`config.mk`:
```
export PLATFORM = sky130hd
export DESIGN_NAME = pc_redirect_ctrl
export DESIGN_NICKNAME = d
export VERILOG_FILES = /design/src/rtl/pc_redirect_pkg.sv /design/src/rtl/redir_sat_counter.sv /design/src/rtl/pc_redirect_ctrl.sv
export SDC_FILE = /design/constraint.sdc
export NUM_CORES = 1
export LEC_CHECK = 0
export BUFFER_PORTS_ARGS = -buffer_cell sky130_fd_sc_hd__buf_4
export CAP_MARGIN = 20
export CORE_MARGIN = 2
export CORE_UTILIZATION = 35
export DETAILED_ROUTE_END_ITERATION = 8
export HOLD_SLACK_MARGIN = 0.02
export MAX_ROUTING_LAYER = met4
export SLEW_MARGIN = 20
export SYNTH_ARGS = -nofsm -noshare
export SYNTH_HDL_FRONTEND = slang
export SYNTH_SLANG_ARGS = --single-unit
export TNS_END_PERCENT = 10
```
`constraint.sdc`:
```
create_clock -name clock -period 2.22 [get_ports clock]
set_clock_uncertainty 0.05 [all_clocks]
set_input_delay 0.222 -clock clock [delete_from_list [all_inputs] [get_ports clock]]
set_output_delay 0.222 -clock clock [all_outputs]
set_load 0.05 [all_outputs]
```
`src/rtl/pc_redirect_pkg.sv`:
```
// Shared types and widths for the decode-stage PC redirect controller.
package pc_redirect_pkg;

    typedef enum logic [1:0] {
        IDLE     = 2'd0,
        WAIT     = 2'd1,
        REDIRECT = 2'd2,
        FLUSH    = 2'd3
    } redir_state_e;

    // Sized for the largest legal MAX_WAIT (255) and FLUSH_CYCLES (7).
    localparam int WAIT_CNT_W  = 8;
    localparam int FLUSH_CNT_W = 3;
    localparam int STATS_W     = 16;

endpackage

```
`src/rtl/redir_sat_counter.sv`:
```
// Up-counter with synchronous clear and enable; saturates at MAX_VAL or wraps at full width.
module redir_sat_counter #(
    parameter int               WIDTH    = 8,
    parameter bit               SATURATE = 1'b1,
    parameter logic [WIDTH-1:0] MAX_VAL  = '1
) (
    input  logic             clock,
    input  logic             reset,
    input  logic             clear,
    input  logic             enable,
    output logic [WIDTH-1:0] count
);

    // NOTE: sequential state is always updated with <= so every flop samples pre-edge values.
    always_ff @(posedge clock or negedge reset) begin
        if (!reset) begin
            count <= '0;
        end else if (clear) begin
            count <= '0;
        end else if (enable && !(SATURATE && (count == MAX_VAL))) begin
            count <= count + WIDTH'(1);
        end
    end

endmodule

```
`src/rtl/pc_redirect_ctrl.sv`:
```
// Decode-stage PC redirect sequencer: operand wait, target handoff to fetch, F/D flush.
// Define REDIR_STATS_EN to build the taken/not-taken statistics counters.
module pc_redirect_ctrl
    import pc_redirect_pkg::*;
#(
    parameter int ADDR_W       = 32,
    parameter int FLUSH_CYCLES = 1,
    parameter int MAX_WAIT     = 15
) (
    input  logic              clock,
    input  logic              reset,
    input  logic              dec_valid,
    input  logic              dec_is_cf,
    input  logic              jb_take,
    input  logic [ADDR_W-1:0] jb_target,
    input  logic              lag,
    input  logic              opnd_hazard,
    input  logic              fetch_ready,
    output logic              stall_fd,
    output logic              redirect_valid,
    output logic [ADDR_W-1:0] redirect_pc,
    output logic              flush_fd,
    output logic              wait_timeout,
    output logic [15:0]       taken_cnt,
    output logic [15:0]       nottaken_cnt
);

    redir_state_e           state;
    logic                   cf;
    logic                   pend;
    logic                   wait_clr;
    logic                   wait_inc;
    logic                   wait_hit;
    logic [WAIT_CNT_W-1:0]  wait_cnt;
    logic [FLUSH_CNT_W-1:0] flush_cnt;

    assign cf       = dec_valid & dec_is_cf;
    assign pend     = lag | opnd_hazard;
    assign wait_clr = (state == IDLE) & cf & pend;
    assign wait_inc = (state == WAIT) & pend;
    assign wait_hit = wait_inc & (wait_cnt == WAIT_CNT_W'(MAX_WAIT - 1));

    // Stall must assert in the same cycle the branch is seen in IDLE, so this path stays combinational.
    assign stall_fd = (state == WAIT) | (state == REDIRECT) |
                      ((state == IDLE) & cf & (pend | jb_take));

    redir_sat_counter #(
        .WIDTH    (WAIT_CNT_W),
        .SATURATE (1'b1),
        .MAX_VAL  (WAIT_CNT_W'(MAX_WAIT))
    ) u_wait_cnt (
        .clock  (clock),
        .reset  (reset),
        .clear  (wait_clr),
        .enable (wait_inc),
        .count  (wait_cnt)
    );

    always_ff @(posedge clock or negedge reset) begin
        if (!reset) begin
            state          <= IDLE;
            redirect_valid <= 1'b0;
            redirect_pc    <= '0;
            flush_fd       <= 1'b0;
            flush_cnt      <= '0;
            wait_timeout   <= 1'b0;
        end else begin
            if (wait_hit) begin
                wait_timeout <= 1'b1;
            end
            case (state)
                IDLE: begin
                    if (cf && pend) begin
                        state <= WAIT;
                    end else if (cf && jb_take) begin
                        redirect_pc    <= jb_target;
                        redirect_valid <= 1'b1;
                        state          <= REDIRECT;
                    end
                end
                WAIT: begin
                    if (!pend && jb_take) begin
                        redirect_pc    <= jb_target;
                        redirect_valid <= 1'b1;
                        state          <= REDIRECT;
                    end else if (!pend) begin
                        state <= IDLE;
                    end
                end
                REDIRECT: begin
                    // Target is frozen here; jb_target may wander while fetch is busy.
                    if (fetch_ready) begin
                        redirect_valid <= 1'b0;
                        flush_fd       <= 1'b1;
                        flush_cnt      <= FLUSH_CNT_W'(FLUSH_CYCLES);
                        state          <= FLUSH;
                    end
                end
                FLUSH: begin
                    if (flush_cnt == FLUSH_CNT_W'(1)) begin
                        flush_fd <= 1'b0;
                        state    <= IDLE;
                    end else begin
                        flush_cnt <= flush_cnt - FLUSH_CNT_W'(1);
                    end
                end
                default: state <= IDLE;
            endcase
        end
    end

`ifdef REDIR_STATS_EN
    logic taken_inc;
    logic nottaken_inc;

    assign taken_inc    = (state == REDIRECT) & fetch_ready;
    assign nottaken_inc = ((state == IDLE) & cf & !pend & !jb_take) |
                          ((state == WAIT) & !pend & !jb_take);

    redir_sat_counter #(
        .WIDTH    (STATS_W),
        .SATURATE (1'b0),
        .MAX_VAL  ('1)
    ) u_taken_cnt (
        .clock  (clock),
        .reset  (reset),
        .clear  (1'b0),
        .enable (taken_inc),
        .count  (taken_cnt)
    );

    redir_sat_counter #(
        .WIDTH    (STATS_W),
        .SATURATE (1'b0),
        .MAX_VAL  ('1)
    ) u_nottaken_cnt (
        .clock  (clock),
        .reset  (reset),
        .clear  (1'b0),
        .enable (nottaken_inc),
        .count  (nottaken_cnt)
    );
`else
    assign taken_cnt    = '0;
    assign nottaken_cnt = '0;
`endif

endmodule

```
==> key figures <==
Route
  • DRT iter0 DRCs: 79
  • Routed WL per cell: 11.9 um
  • Via/cell ratio: between 4 and 5
  • DRC Markers: 0
  • Antenna viol nets, final: 0
  • WL final: about 4600 um
  • Drt first pass iters: 4
  • Via count: about 1700

STA
  • Period utilization: 0.885
  • Setup TNS: 0 ns
  • Fin crit period: between 1.5 and 2 ns
  • Fmax: 0.509 GHz
  • Final Hold Slack: about 0.094 ns
  • Least-Margin Pin Slew: between 0.6 and 0.7 ns
  • Final Hold Vio Count: 0
  • Slew HR: 0.592
  • RSZ-0062 raised after global routing: no
  • Endpoints failing setup: 0
  • Slew Limit Fails: 0

Synthesis
  • Yosys reg bits: 48
  • Mapped cell area: around 2500 um2
  • Syn_area_per_cell: around 12 um2
  • Seq/Total Area, Yosys: 0.486
  • Cells after Synth: 206
  • Synth cell types: 37
  • Synth Warn #: 0

Worst setup path
  • Crit path launch type: register
  • Crit path buf inv count: 2
  • Worst R2R Path Depth: 6
  • Crit end category: output port
  • Worst Path Required: 1.95 ns
  • Worst path arrival time: 1.69 ns
  • CP Max Fanout: 5
  • Worst path max stage delay: between 0.4 and 0.5 ns
  • Crit path cell chain: inv_1 > ha_1 > nand3_1 > o21bai_1 > buf_4
  • WP depth: 5
  • Critical path's slowest cell: dfrtp_1
  • CP delay by family, top: flip-flops
  • Crit Path Category: register to output port

Clock tree
  • CTS Buf Count: 5
  • Clk slew on worst S/H paths: 0.09 ns
  • Clock net sink count: 48
  • CTS tree: done
  • H-tree levels: 2
  • Worst skew pair latency: 0.29 ns
  • Clk root buf: clkbuf_8
  • CTS max path bufs: 2
  • Post-CTS Resized: 0

Layout
  • Area growth syn-to-layout: 26.9%
  • Layout cell share with drive strength beyond 1: 0.415
  • N_diodes: 0
  • Final Util: 0.459
  • NumNets Final: roughly 340

Global route
  • First-pass GRT wire length: 7020 um
  • Initial antenna violation count: 0
  • Largest net degree at the start of global routing: slightly below 50
  • Gr usage total: 0.120
  • Gr ovfl total: 0
  • Vias in the first global route: between 1500 and 2000

Floorplan
  • Die ar.: approximately 7800 um2
  • Total core area: between 6000 and 7000 um2
  • Row count: 30
  • Initial Util: 0.362
  • Width of the die: 88.1 um
  • I/O pins: 108
  • Die height: 88.1 um

Pwr
  • Maximum VDD drop: 683 uV
  • Leak Pwr: 0.00154 uW
  • Pwr dens: 1450 nW/um2

Placed design
  • Final GP Congestion: about 0.95
  • Post-detail-place hpwl: ~3500 um
  • PortBufs: 75

Min path
  • Min-Delay Path Class: input port to register
  • Min-Delay Path Depth: 2

Run
  • Max-cap violations: 0

Run status
  • Status: finished, final reports clean
==> through the flow <==
stage / std cells / area (um2) / worst slack [ns] / power (uW)
finish: 385 / 3140 / 0.256 / 4540
global route: 385 / 3140 / 0.0945 / 4800
CTS: 385 / 3140 / 0.229 / 4590
detailed placement: 376 / 3030 / 0.305 / 4040
global placement: 376 / 3030 / 0.377 / 4020
floorplan: 237 / 2590 / 0.289 / 3310
==> cells in the final DEF (no fill, tap or decap), types with 3 or more instances in the layout <==
| cell | synthesis | layout |
|---|---|---|
| nand2_1 | 3 | 3 |
| conb_1 | 1 | 32 |
| ha_1 | 9 | 9 |
| xnor2_1 | 4 | 4 |
| nand3_1 | 7 | 7 |
| dfrtp_1 | 48 | 48 |
| a21oi_1 | 5 | 5 |
| mux2_2 | 32 | 32 |
| nor2_1 | 12 | 12 |
| o21ai_0 | 4 | 4 |
| nand4_1 | 3 | 3 |
| clkbuf_8 | 0 | 6 |
| inv_1 | 8 | 8 |
| nand2b_1 | 3 | 3 |
| buf_4 | 32 | 77 |
| mux2i_1 | 3 | 3 |
==> registers in the layout, summed over array words and instances (netlist names) <==
name and flops:
flush_cnt 3, flush_fd 1, redirect_pc 32, redirect_valid 1, state 2, u_wait_cnt.count 8
wait_timeout 1
==> final timing paths <==
path	startpoint	end	slack, ns
min in group asynchronous	reset	wait_timeout	0.43
max in group asynchronous	reset	redirect_pc[7]	1.27
hold / removal	jb_target[29]	redirect_pc[29]	0.09
hold reg to reg	wait_timeout	wait_timeout	0.45
setup reg to reg	state[0]	redirect_pc[4]	0.31
setup / recovery	state[0]	stall_fd	0.26
==> timing repair <==
item                                    4_1_cts  5_1_grt
endpoints found under the setup margin        0        0
hold buffers                                  1        0
endpoints found under the hold margin        48        0
setup buffers                                 0        0
==> routing by layer <==
layer  track usage  wire [um]
met1         0.141       1990
met2         0.202       2230
met3        0.0320        343
met4        0.0358         23
met5             -          0
==> synth_stat cells <==
library cell	number	share of area
dfrtp_1	48	0.49
buf_4	32	0.097
mux2_2	32	0.15
nor2_1	12	0.018
ha_1	9	0.046
inv_1	8	0.012
nand3_1	7	0.014
a21oi_1	5	0.010
o21ai_0	4	0.0081
xnor2_1	4	0.014
buf_6	3	0.014
mux2i_1	3	0.012
nand2_1	3	0.0046
nand2b_1	3	0.0076
nand4_1	3	0.0076
a211oi_1	2	0.0061
a22o_1	2	0.0071
mux2_1	2	0.0091
nor2b_1	2	0.0051
nor3_1	2	0.0040
o21a_1	2	0.0061
o21bai_1	2	0.0061
xor2_1	2	0.0071
a21oi_4	1	0.0066
a22oi_1	1	0.0030
a2bb2oi_1	1	0.0035
a311o_1	1	0.0040
a32o_1	1	0.0040
and3_1	1	0.0025
and4_1	1	0.0035
conb_1	1	0.0015
nor3b_1	1	0.0030
nor4_4	1	0.0086
o2111ai_1	1	0.0035
o21ai_1	1	0.0020
o22ai_1	1	0.0025
or3b_4	1	0.0046
==> final cells by class <==
cell class / count / area [um2]
fill: 678 / 3690
sequential: 48 / 1200
multi-input combinational: 146 / 1080
timing repair buffer: 79 / 608
tap: 96 / 120
clock buffer: 7 / 86.3
inverter: 8 / 30.0
clock inverter: 1 / 7.51
==> power breakdown <==
group          switching, uW  leakage (uW)  internal [uW]  total, uW
clock network            283     0.0000445            254        537
logic                   1740      0.000891            850       2590
registers                196      0.000604           1210       1410
==> kinds of logic (layout without fill, tap and decap cells) <==
| family | after synthesis | count (layout) | synth area share |
|---|---|---|---|
| and+or+nand+nor | 37 | 37 | 0.0835 |
| AOI/OAI and AO/OA | 25 | 25 | 0.0728 |
| DFF | 48 | 48 | 0.486 |
| other | 1 | 32 | 0.00152 |
| buffers and inverters | 43 | 95 | 0.123 |
| adders and majority gates | 9 | 9 | 0.0455 |
| muxes | 37 | 37 | 0.167 |
| xor gates and xnor gates | 6 | 6 | 0.0212 |
(Power assumes the default switching activity.)
